`src/rtl/rom_burst_arbiter.sv`:
```
// Round-robin arbiter that lets two requesters read bursts of words from a
// shared combinational 8x4 ROM.
module rom_burst_arbiter (
   input  logic       clk,
   input  logic       rst_n,
   input  logic       req0,
   input  logic       req1,
   input  logic [2:0] start_adr0,
   input  logic [2:0] start_adr1,
   input  logic [2:0] len0,
   input  logic [2:0] len1,
   output logic       gnt0,
   output logic       gnt1,
   output logic [2:0] rom_adr,
   input  logic [3:0] rom_data,
   output logic [3:0] rdata,
   output logic       rvalid,
   output logic       rid,
   output logic       done,
   output logic [6:0] burst_sum,
   output logic       busy
);

   typedef enum logic {IDLE, READ} state_t;

   state_t     state;
   state_t     state_nxt;
   logic [2:0] addr;
   logic [2:0] count;
   logic [6:0] sum;
   logic       owner;
   logic       last_gnt;
   logic       any_req;
   logic       win;
   logic       load;
   logic       step;
   logic       last;

   // last_gnt resets to 1 so that requester 0 wins the first contention
   always_comb begin
      any_req = req0 | req1;
      win     = req1 & (~req0 | ~last_gnt);
   end

   always_ff @(posedge clk or negedge rst_n) begin
      if (!rst_n) begin
         state <= IDLE;
      end else begin
         state <= state_nxt;
      end
   end

   always_comb begin
      state_nxt = state;
      case (state)
         IDLE:    if (any_req) state_nxt = READ;
         READ:    if (count == 3'd0) state_nxt = IDLE;
         default: state_nxt = IDLE;
      endcase
   end

   always_comb begin
      load = 1'b0;
      step = 1'b0;
      last = 1'b0;
      busy = 1'b0;
      case (state)
         IDLE: load = any_req;
         READ: begin
            step = 1'b1;
            last = (count == 3'd0);
            busy = 1'b1;
         end
         default: ;
      endcase
   end

   always_ff @(posedge clk or negedge rst_n) begin
      if (!rst_n) begin
         addr      <= 3'd0;
         count     <= 3'd0;
         sum       <= 7'd0;
         owner     <= 1'b0;
         last_gnt  <= 1'b1;
         gnt0      <= 1'b0;
         gnt1      <= 1'b0;
         rdata     <= 4'd0;
         rvalid    <= 1'b0;
         rid       <= 1'b0;
         done      <= 1'b0;
         burst_sum <= 7'd0;
      end else begin
         gnt0   <= 1'b0;
         gnt1   <= 1'b0;
         rvalid <= 1'b0;
         done   <= 1'b0;
         if (load) begin
            addr     <= win ? start_adr1 : start_adr0;
            count    <= win ? len1 : len0;
            sum      <= 7'd0;
            owner    <= win;
            last_gnt <= win;
            gnt0     <= ~win;
            gnt1     <= win;
         end
         if (step) begin
            rdata  <= rom_data;
            rvalid <= 1'b1;
            rid    <= owner;
            sum    <= sum + {3'b000, rom_data};
            addr   <= addr + 3'd1;
            count  <= count - 3'd1;
            if (last) begin
               done      <= 1'b1;
               burst_sum <= sum + {3'b000, rom_data};
            end
         end
      end
   end

   assign rom_adr = addr;

endmodule

```
`config.mk`:
```
export PLATFORM = sky130hd
export DESIGN_NAME = rom_burst_arbiter
export DESIGN_NICKNAME = d
export VERILOG_FILES = /design/src/rtl/rom_burst_arbiter.sv
export SDC_FILE = /design/constraint.sdc
export NUM_CORES = 1
export LEC_CHECK = 0
export CAP_MARGIN = 30
export CORE_ASPECT_RATIO = 0.7
export CORE_UTILIZATION = 45
export DETAILED_ROUTE_END_ITERATION = 10
export GPL_ROUTABILITY_DRIVEN = 1
export PLACE_DENSITY = 0.7
export SYNTH_ARGS = -nofsm -noshare
export SYNTH_HDL_FRONTEND = slang
export SYNTH_SLANG_ARGS = --single-unit
```
`constraint.sdc`:
```
create_clock -name clk -period 2.75 [get_ports clk]
set_input_delay 0.4125 -clock clk [delete_from_list [all_inputs] [get_ports clk]]
set_output_delay 0.4125 -clock clk [all_outputs]
set_load 0.005 [all_outputs]
```
# Word level (Yosys, flattened, before mapping)
# Cells that the tools add are included.
[word_totals]
inputBits = 20
output_inout_bits = 20
ff_bits = 32
[op_classes]
muxes = 19
reduce_logical = 3
bitwise_logic = 7
addsub = 3
[ops]
columns = ["op", "n"]
rows = [
  ["3-bit two-way mux", 6],
  ["7-bit two-way mux", 2],
  ["1-bit two-way mux", 10],
  ["7-bit by 4-bit adder with 7-bit output", 1],
  ["1-bit NOT", 4],
  ["3-bit by 1-bit adder with 3-bit output (second input constant)", 1],
  ["3-bit zero test", 1],
  ["3-bit by 1-bit subtractor with 3-bit output (second input constant)", 1],
  ["1-bit bitwise OR", 2],
  ["1-bit one-hot mux with 2 select lines", 1],
  ["2-bit AND reduction", 1],
  ["2-bit nonzero test", 1],
  ["1-bit bitwise AND", 1],
]

# Logic depth before layout (Yosys ltp)
[logic_depth]
ltp_word = 6
ltp_mapped = 7
ltp_nobuf = 7

# Least setup slack after synthesis
# Ideal clock, no wire load.
[synth_timing]
path_kind = "input -> register"
from = "in rom_data[0]"
to = "reg burst_sum[6]"
arrival_ps = 1722
required_time_ps = 2630
path_slack_ps = 908
setup_time_ps = 120
cell_stages = 6
path_buffers = 0
cell_sequence = "ha_1 -> fa_1 -> a211o_1 -> o2111ai_1 -> xnor2_1 -> o21ai_2"
[synth_via]
elab_chain_cells = 1
[synth_lines]
columns = ["element", "line", "source"]
rows = [
  ["from (decl)", "15", "input logic [3:0] rom_data,"],
  ["7-bit by 4-bit adder with 7-bit output", "115", "burst_sum <= sum + {3'b000, rom_data};"],
  ["to (signal assigned)", "115", ""],
  ["to (decl)", "20", "output logic [6:0] burst_sum,"],
]
# No other way between the ends.
# A chain may end at the register's enable or synchronous reset.

# Worst setup path after layout
# Same ends and word-level chain as after synthesis.

==> run summary <==
FF+latch count, synth -> 32
Post-Place Cells -> 227
Ranking of synthesized cells by instance count -> dfrtp_1, nand2_1, o21ai_0
Leading area contributor after synthesis -> dfrtp_1
Clock root buffer -> clkbuf_8
TritonRoute pass-1 iters -> 4
Final Hold Vio Count -> 0
Post-synth top area share -> 49.4%
Max_slew headroom -> 66.5%
Crit-path cells -> clkdlybuf4s50_1 -> ha_1 -> fa_1 -> a211o_1 -> o2111ai_1 -> xnor2_1 -> o21ai_2
DRT antenna net count -> 0
Simple-gate area share of the yosys netlist -> 10.0%
Die width -> 72.6 µm
Maximum number of pins on one net before global-route repair -> 33
Vias in the first global route -> 1164
Clk slew on worst S/H paths -> 0.06 ns
Clk_lat worst skew -> 0.27 ns
Setup CP Type -> input pin to flop
Inserted Diodes -> 0
Fmax -> 478 MHz
Worst-path fanout max -> 3
Total core area -> 3230 µm²
Clk sink count -> 32
Max Cap Viol -> 0
GP Congestion -> 0.782
Die footprint -> 3740 µm²
Area share of fa/ha/maj cells after synthesis -> 6.85%
GRT Resource Usage Total -> 19.3%
RSZ-0062 raised after global routing -> no
DRC viols -> 0
Post-synthesis mux area share -> 7.48%
CTS tree -> yes
Startpoint types -> input pin
Layout cell share with drive strength beyond 1 -> 11.7%
Pwr per Cell Area -> 1110 nW/µm²
Layout net count -> 215
Warnings from Yosys -> 0
Post-CTS Hold Buffers -> 0
Ys async rst share -> 100%
Critical Path RT -> 2.91 ns
Vias post-DR -> 1185
Synthesized area -> 1570 µm²
Outcome -> finished clean
Xor and xnor area share after synthesis -> 3.90%
Clock buffer count from CTS -> 5
Initial antenna violation count -> 0
Htree depth -> 2
Site Rows -> 17
Lkg Pwr -> 0.000920 µW
Via/cell ratio -> 5.04
Grt ovf -> 0
Largest cells by area after synthesis -> dfrtp_1, ha_1, nand2_1
Delay-heaviest family, CP -> adder cells
Actual slew at the worst max-slew pin -> 0.498 ns
Worst Path Buf+Inv -> 1
Clock Skew -> 0.00307 ns
Initial Utilization -> 48.6%
Setup Buffers After CTS -> 0
Slew Limit Fails -> 0
Post_cts resized -> 0
Peak per-stage delay on the critical path -> 0.43 ns
IO Count -> 40
Post-route clock period utilization -> 76.1%
First-pass GRT wire length -> 5310 µm
Maximum buffer depth of the clock tree -> 2
Sequential share of the synthesized area -> 51.0%
Die span in y -> 51.4 µm
Final wirelength -> 3130 µm
Filler Cells Inserted -> 280
Syn avg cell area -> 10.8 µm²
Hold Path Class -> flop to flop
Endpoint class of the critical path -> flop
Setup_tns -> 0 ns
Area Overhead vs Synth -> 33.5%
Syn_nets -> 173
Cell with the most instances after synthesis -> dfrtp_1
Cell variety after synth -> 39
I/O Buffers -> 39
Post-route non-filler standard cell count -> 235
Peak VDD IR -> 0.556 mV
Largest family of logic cells by synthesized area -> compound AO/OA/AOI/OAI gates
Synth Instances -> 145
Dpl hpwl -> 2240 µm
Starting DRC count in detailed routing -> 58
Synth Area in Compound Gates -> 17.0%
Slowest cell on crit path -> clkdlybuf4s50_1
Number of flops mapped to enable cells by yosys -> 0
Final min period -> 2.09 ns
Setup violators final -> 0
Avg WL per Cell -> 13.3 µm
WP data arrival -> 2.25 ns
Main synth FF type -> dfrtp_1
layout by cell type, fill, tap and decap left out, drive strengths merged, types with 2 or more instances in the layout:
cell | Yosys | routed
a21oi | 4 | 4
o21ai | 13 | 13
clkdlybuf4s50 | 0 | 39
mux2i | 5 | 5
o22ai | 3 | 3
nand2 | 24 | 24
a32oi | 3 | 3
xor2 | 2 | 2
dfrtp | 31 | 31
buf | 5 | 3
nor2 | 7 | 7
clkbuf | 2 | 8
a311oi | 2 | 2
ha | 7 | 7
inv | 6 | 6
xnor2 | 5 | 5
mux2 | 6 | 6
a22o | 2 | 2
cells by family after synthesis:
logic type	after synthesis
AO/OA/AOI/OAI	37
XOR/XNOR	7
adder cells (fa/ha/maj)	8
buffers and inverters	13
flip-flops	32
multiplexers	11
AND/OR/NAND/NOR	37
flip-flops by register name (all words and copies together) (netlist names), 3 cells and up:
name / cells
count: 3
sum: 7
rdata: 4
burst_sum: 7
rom_adr: 3
metrics by stage:
stage	hold slack, ns	worst slack [ns]	instance area (µm²)	power (µW)	utilization [%]
2_1_floorplan	0.117	0.908	1570	1530	-
3_3_place_gp	0.459	0.411	2010	1950	62.1
3_5_place_dp	0.464	0.370	2010	1980	62.1
4_1_cts	0.479	0.653	2100	2350	64.9
5_1_grt	0.509	0.556	2100	2530	64.9
6_report	0.472	0.656	2100	2320	64.9
routing by layer:
layer  GRT usage (%)  wire, µm
met4            4.90        14
met3            7.10       140
met2            28.7      1370
met1            26.8      1600
met5               0         0
where the power goes:
group	switching [µW]	leakage [µW]	internal (µW)
clock	156	0.0000455	204
sequential	144	0.000385	703
combinational	518	0.000490	599
total	818	0.000920	1510
cell type report:
type	instances	area, µm²	area share, %
Clock buffer	8	90.1	4.29
Inverter	6	22.5	1.07
Multi-Input combinational cell	100	712	33.9
Sequential cell	32	802	38.2
Tap cell	47	58.8	2.80
Timing Repair Buffer	42	413	19.7
path summary, 6_finish.rpt:
check	start	depth (start not counted)	slack (ns)	endpoint
setup / recovery	rom_data[0]	7	0.66	burst_sum[6]
hold / removal	burst_sum[0]	2	0.47	burst_sum[0]
max in group asynchronous	rst_n	2	1.88	last_gnt
min in group asynchronous	rst_n	2	0.54	state
setup reg to reg	sum[0]	6	0.87	burst_sum[6]
hold reg to reg	burst_sum[0]	2	0.47	burst_sum[0]
worst min-delay path, stage by stage, from the launching register on:
cell and delay [ns]:
dfrtp_1 0.34, nand2_1 0.05, nand2_1 0.05
(Power assumes the default switching activity.)
